File: src/rtl/ap_cam_pkg.sv
// Shared types and constants for the associative-processor CAM array.
// Contents:
//   cam_op_e         command opcodes (WRITE, READ, COMPARE, TAG_WRITE)
//   cam_state_e      control FSM states (IDLE, RESOLVE, RESP)
//   RESP_LAT_*       cycles from command acceptance to resp_valid
package ap_cam_pkg;

  typedef enum logic [1:0] {
    OpWrite    = 2'd0,
    OpRead     = 2'd1,
    OpCompare  = 2'd2,
    OpTagWrite = 2'd3
  } cam_op_e;

  typedef enum logic [1:0] {
    StIdle,
    StResolve,
    StResp
  } cam_state_e;

  localparam int unsigned RESP_LAT_COMPARE = 2;
  localparam int unsigned RESP_LAT_RW      = 1;

endpackage

File: src/rtl/ap_cam_row.sv
// One CAM row: word storage, masked compare against a key, masked tag-write.
// Ports:
//   clock, rst          clock and synchronous active-high reset (row clears to 0)
//   wr_en, wr_data      full-word write
//   tw_en, tw_data,     masked write: bits selected by tw_mask take tw_data
//   tw_mask
//   key, mask           compare key and bit-select
//   row                 stored word
//   hit                 combinational: row equals key on every masked bit
module ap_cam_row #(
  parameter int unsigned WORD_SIZE = 8
) (
  input  logic                 clock,
  input  logic                 rst,
  input  logic                 wr_en,
  input  logic [WORD_SIZE-1:0] wr_data,
  input  logic                 tw_en,
  input  logic [WORD_SIZE-1:0] tw_data,
  input  logic [WORD_SIZE-1:0] tw_mask,
  input  logic [WORD_SIZE-1:0] key,
  input  logic [WORD_SIZE-1:0] mask,
  output logic [WORD_SIZE-1:0] row,
  output logic                 hit
);

  always_ff @(posedge clock) begin
    if (rst) begin
      row <= '0;
    end else if (wr_en) begin
      row <= wr_data;
    end else if (tw_en) begin
      row <= (row & ~tw_mask) | (tw_data & tw_mask);
    end
  end

  // An all-zero mask makes every row hit.
  assign hit = ((row ^ key) & mask) == '0;

endmodule

File: src/rtl/ap_cam_array.sv
// Associative-processor CAM array with a valid/ready command and response port.
// Commands: WRITE/READ a row, COMPARE all rows against a masked key into a
// registered tag vector, TAG_WRITE masked data into every tagged row.
// Ports:
//   clock, rst                       clock, synchronous active-high reset
//   cmd_valid/cmd_ready              command handshake (ready only in IDLE)
//   cmd_op, cmd_addr, cmd_data,      opcode, row index, data or key, bit-select
//   cmd_mask
//   resp_valid/resp_ready            response handshake
//   resp_err, resp_rdata             out-of-range flag, READ data
//   tags, any_match, first_idx       match vector and its summaries
//   match_cnt                        popcount of tags (only with CAM_MATCH_COUNT_EN)
// Build option: define CAM_MATCH_COUNT_EN to add the match_cnt port and popcount.
module ap_cam_array
  import ap_cam_pkg::*;
#(
  parameter int unsigned WORD_SIZE  = 8,
  parameter int unsigned CELL_QUANT = 128,
  parameter int unsigned ADDR_W     = $clog2(CELL_QUANT)
) (
  input  logic                  clock,
  input  logic                  rst,
  input  logic                  cmd_valid,
  output logic                  cmd_ready,
  input  logic [1:0]            cmd_op,
  input  logic [ADDR_W-1:0]     cmd_addr,
  input  logic [WORD_SIZE-1:0]  cmd_data,
  input  logic [WORD_SIZE-1:0]  cmd_mask,
  output logic                  resp_valid,
  input  logic                  resp_ready,
  output logic                  resp_err,
  output logic [WORD_SIZE-1:0]  resp_rdata,
  output logic [CELL_QUANT-1:0] tags,
  output logic                  any_match,
  output logic [ADDR_W-1:0]     first_idx
`ifdef CAM_MATCH_COUNT_EN
  ,
  output logic [ADDR_W:0]       match_cnt
`endif
);

  cam_state_e           state_q, state_d;
  cam_op_e              op;
  logic                 accept;
  logic                 addr_oob;
  logic [WORD_SIZE-1:0] rows [CELL_QUANT];
  logic [CELL_QUANT-1:0] hits;
  logic [WORD_SIZE-1:0] rd_word;
  logic [ADDR_W-1:0]    first_d;

  assign cmd_ready  = (state_q == StIdle);
  assign resp_valid = (state_q == StResp);
  assign accept     = cmd_valid && cmd_ready;
  assign op         = cam_op_e'(cmd_op);
  assign addr_oob   = 32'(cmd_addr) >= CELL_QUANT;

  // All row actions happen on the acceptance edge, so nothing from the command
  // needs to be held while busy; later input changes cannot reach the array.
  for (genvar i = 0; i < CELL_QUANT; i++) begin : g_row
    ap_cam_row #(
      .WORD_SIZE(WORD_SIZE)
    ) u_row (
      .clock  (clock),
      .rst    (rst),
      .wr_en  (accept && (op == OpWrite) && (cmd_addr == ADDR_W'(i))),
      .wr_data(cmd_data),
      .tw_en  (accept && (op == OpTagWrite) && tags[i]),
      .tw_data(cmd_data),
      .tw_mask(cmd_mask),
      .key    (cmd_data),
      .mask   (cmd_mask),
      .row    (rows[i]),
      .hit    (hits[i])
    );
  end

  // Out-of-range addresses match no row and read as zero.
  always_comb begin
    rd_word = '0;
    for (int unsigned i = 0; i < CELL_QUANT; i++) begin
      if (32'(cmd_addr) == i) rd_word = rows[i];
    end
  end

  // Scan downwards so the lowest set tag wins.
  always_comb begin
    first_d = '0;
    for (int i = int'(CELL_QUANT) - 1; i >= 0; i--) begin
      if (tags[i]) first_d = ADDR_W'(i);
    end
  end

  always_comb begin
    state_d = state_q;
    unique case (state_q)
      StIdle: begin
        if (accept) state_d = (op == OpCompare) ? StResolve : StResp;
      end
      StResolve: state_d = StResp;
      StResp: begin
        if (resp_ready) state_d = StIdle;
      end
      default: state_d = StIdle;
    endcase
  end

  always_ff @(posedge clock) begin
    if (rst) begin
      state_q    <= StIdle;
      resp_err   <= 1'b0;
      resp_rdata <= '0;
      tags       <= '0;
      any_match  <= 1'b0;
      first_idx  <= '0;
    end else begin
      state_q <= state_d;
      if (accept) begin
        resp_err   <= ((op == OpWrite) || (op == OpRead)) && addr_oob;
        resp_rdata <= (op == OpRead) ? rd_word : '0;
        if (op == OpCompare) tags <= hits;
      end
      if (state_q == StResolve) begin
        any_match <= |tags;
        first_idx <= first_d;
      end
    end
  end

`ifdef CAM_MATCH_COUNT_EN
  logic [ADDR_W:0] cnt_d;

  always_comb begin
    cnt_d = '0;
    for (int unsigned i = 0; i < CELL_QUANT; i++) begin
      cnt_d = cnt_d + (ADDR_W + 1)'(tags[i]);
    end
  end

  always_ff @(posedge clock) begin
    if (rst) begin
      match_cnt <= '0;
    end else if (state_q == StResolve) begin
      match_cnt <= cnt_d;
    end
  end
`else
  // Without the counter the resolve stage only refreshes any_match/first_idx.
`endif

endmodule

File: config.mk
export PLATFORM = sky130hd
export DESIGN_NAME = ap_cam_array
export DESIGN_NICKNAME = d
export VERILOG_FILES = /design/src/rtl/ap_cam_pkg.sv /design/src/rtl/ap_cam_row.sv /design/src/rtl/ap_cam_array.sv
export SDC_FILE = /design/constraint.sdc
export NUM_CORES = 2
export LEC_CHECK = 0
export CELL_PAD_IN_SITES_DETAIL_PLACEMENT = 1
export CELL_PAD_IN_SITES_GLOBAL_PLACEMENT = 1
export CORE_MARGIN = 1
export CORE_UTILIZATION = 40
export CTS_CLUSTER_SIZE = 8
export DETAILED_ROUTE_END_ITERATION = 12
export HOLD_SLACK_MARGIN = 0.08
export MAX_ROUTING_LAYER = met4
export PLACE_DENSITY_LB_ADDON = 0.1
export SETUP_SLACK_MARGIN = 0.4
export SLEW_MARGIN = 20
export SYNTH_ARGS = -nofsm -noshare
export SYNTH_HDL_FRONTEND = slang
export SYNTH_SLANG_ARGS = --single-unit
File: constraint.sdc
create_clock -name clock -period 7.8 [get_ports clock]
set_clock_uncertainty 0.15 [all_clocks]
set_input_delay 2.34 -clock clock [delete_from_list [all_inputs] [get_ports clock]]
set_output_delay 2.34 -clock clock [all_outputs]
set_load 0.05 [all_outputs]
==> results.txt <==
Count of maximum capacitance violations: 0
Library cells used by synthesis: 95
Power Dens Cells: 178 nW/um^2
Worst Hold Class: reg2reg
Register area share after synthesis: 30.3%
Area after DPL: 81,100 um^2
Top-Level Pins: 176
P_int: 0.0105 W
Layout cell share with drive strength beyond 1: 7.08%
DRC: 0
Combinational Power Share: 15.2%
Relative slew margins: 7.95%
Worst path cell trace: buf_4 > nor2b_2 > o21ai_1 > o21ai_0 > buf_4 > nand2_1 > o41ai_1 > o21ai_0 > a31oi_1 > o21ai_0 > a21oi_1
Worst reg2reg endpoint: first_idx[1]
Number of flops mapped to enable cells by yosys: 0
Hold Path Sink: first_idx[3]
First-pass DRT Iterations: 8
Final nets: 9,259
Hold-fix buffers, CTS: 0
DIE HEIGHT: 441 um
Root Buffer: clkbuf_16
Yosys top cell area share: 30.3%
Placer Congestion: 1.04
Most frequent cell after synthesis: nor2_1
RSZ-0062 raised after global routing: no
DRT iter0 DRCs: 11,324
Crit path max fanout: 51
Die footprint: 195,000 um^2
Clock H-tree levels: 4
Worst r2r src: tags[124]
Antenna-violating nets left: 0
Startpoint class of the critical path: primary input
DP Wirelength: 311,000 um
Mapped cell area: 77,200 um^2
Pin count of the biggest net entering global routing: 191
Resize count post-CTS: 0
Clk Latency, worst-skew pair: 0.85 ns
Hold Crit Start: first_idx[3]
Setup Fix Bufs, Post-CTS: 0
Vias in the first global route: 78,859
Die W: 441 um
Cell row count: 160
Largest area contributor in the netlist: dfxtp_1
YS warnings: 0
Switch share: 31.4%
Mapped Nets: 9,699
Pin slew with the least headroom to its limit: 1.36 ns
Commonest cells post-synth: 1,652 x nor2_1, 1,170 x dfxtp_1, 1,095 x mux2i_1
Final hold viol count: 0
First-pass GRT wire length: 640,000 um
Status: finished, final reports clean
Clock power share: 45.2%
Finished Cell Area: 85,700 um^2
Max stage delay cell, worst path: o21ai_1
Final Max Slew Viols: 0
Initial core utilization: 40.4%
Final core utilization: 44.9%
WL per Instance: 39.1 um
WS Path Type: in2reg
Ys async rst share: 0%
Leak: 39.6 nW
Worst reg2reg path depth: 10
Area delta synth->final: 11.0%
Routed WL: 461,000 um
Initial antenna violation count: 29
Avg Inst Size Synth: 7.99 um^2
I/O Buffers: 174
Clock Path Buffers: 3
CP arrival: 7.14 ns
Setup tns final: 0 ns
Reg power frac: 39.6%
Fmax: 152 MHz
Synth Flop Type: dfxtp_1
# setup viols final: 0
Hold Path Stages: 2
Crit path top cell by count: o21ai_0
Post-Syn Instances: 9,670
Cell family with the largest share of critical-path delay: compound AO/OA/AOI/OAI gates
Final Cycle Share: 84.3%
CTS Buf Count: 167
Reg2Reg Setup Slack: 2.51 ns
Top post-synthesis cells by area: dfxtp_1 30%, mux2i_1 14%, xor2_1 12%, a31oi_1 8.5%, nor2_1 8.0%
Critical Path End Type: flop
Tmin final: 6.57 ns
Core Region: 191,000 um^2
Gr usage total: 47.0%
Crit path required time: 8.37 ns
CTS Sinks: 1,170
Buf+Inv Stages, Crit Path: 2
Yosys reg bits: 1,170
Vias per cell: 7.07
CTS tree: built
Psw: 0.00478 W
Clock transition at path regs: 0.05 ns
Via count: 83,465
Crit-path max cell delay: 1.05 ns
Peak supply drop: 214 uV
Grt ovf: 0
## cell families after synthesis
kind of cell	after synthesis	synth area share, %
other	1	0.00485
AND/OR/NAND/NOR	2361	13.2
flip-flops	1170	30.3
multiplexers	1129	14.7
buffers and inverters	1145	5.94
XOR/XNOR	1024	11.6
AO/OA/AOI/OAI	2840	24.3
## worst max path at each step
stage	startpoint	endpoint	slack, ns	depth (start not counted)
2_1_floorplan	cmd_addr[1]	resp_rdata[1]	3.00	13
6_report	cmd_addr[2]	resp_rdata[6]	1.23	11
4_1_cts	cmd_addr[2]	resp_rdata[1]	1.62	12
3_5_place_dp	cmd_addr[2]	resp_rdata[6]	0.73	10
5_1_grt	cmd_addr[5]	resp_rdata[7]	1.32	10
3_3_place_gp	cmd_addr[2]	resp_rdata[1]	0.66	12
## through the flow
stage	power (W)	hold WS, ns	instances	setup WS [ns]
after floorplan	0.00737	0.348	9670	3.00
after global placement	0.00835	0.293	11572	0.659
after detailed placement	0.00836	0.300	11572	0.730
after CTS	0.0152	0.311	11770	1.62
after global routing	0.0155	0.341	11793	1.32
final	0.0152	0.310	11805	1.23
## per-layer routing
metal | up-vias | share of wire (%) | GRT usage, %
met5 | - | 0 | -
met4 | 0 | 6.2 | 25.3
met3 | 1110 | 10 | 11.2
met2 | 4964 | 42 | 66.2
met1 | 43017 | 42 | 61.5
li1 | 34374 | - | -
## layout make-up
class,count,area [um^2]
Sequential cell,1170,23400
Multi-Input combinational cell,7355,49500
Inverter,39,146
Clock inverter,11,125
Timing Repair Buffer,497,4920
Tap cell,2511,3140
Fill cell,22371,105000
Clock buffer,187,4390
Antenna cell,35,87.6
## worst min-delay path, delay by kind of cell, from the launching register on
kind / cells / cell delay [ns]
DFF: 1 / 0.31
and+or+nand+nor: 1 / 0.05
AOI/OAI and AO/OA: 1 / 0.05
## placed cells by master, fill, tap and decap left out, types with 153 or more instances in the layout
| master | n |
|---|---|
| mux2i_1 | 1095 |
| nor2_1 | 1645 |
| dfxtp_1 | 1170 |
| a22oi_1 | 603 |
| xor2_1 | 1024 |
| nand2_1 | 220 |
| clkbuf_16 | 171 |
| a21oi_1 | 365 |
| buf_4 | 272 |
| o21ai_0 | 285 |
| a31oi_1 | 1050 |
| clkdlybuf4s50_1 | 153 |
## power by group through the flow
stage | logic (W) | clock network [W] | registers (W)
3_5_place_dp | 0.00221 | 0 | 0.00616
3_3_place_gp | 0.00219 | 0 | 0.00616
5_1_grt | 0.00234 | 0.00712 | 0.00603
6_report | 0.00232 | 0.00688 | 0.00603
4_1_cts | 0.00221 | 0.00692 | 0.00603
2_1_floorplan | 0.00121 | 0 | 0.00616
No activity file was read; power rests on OpenSTA's default activity.
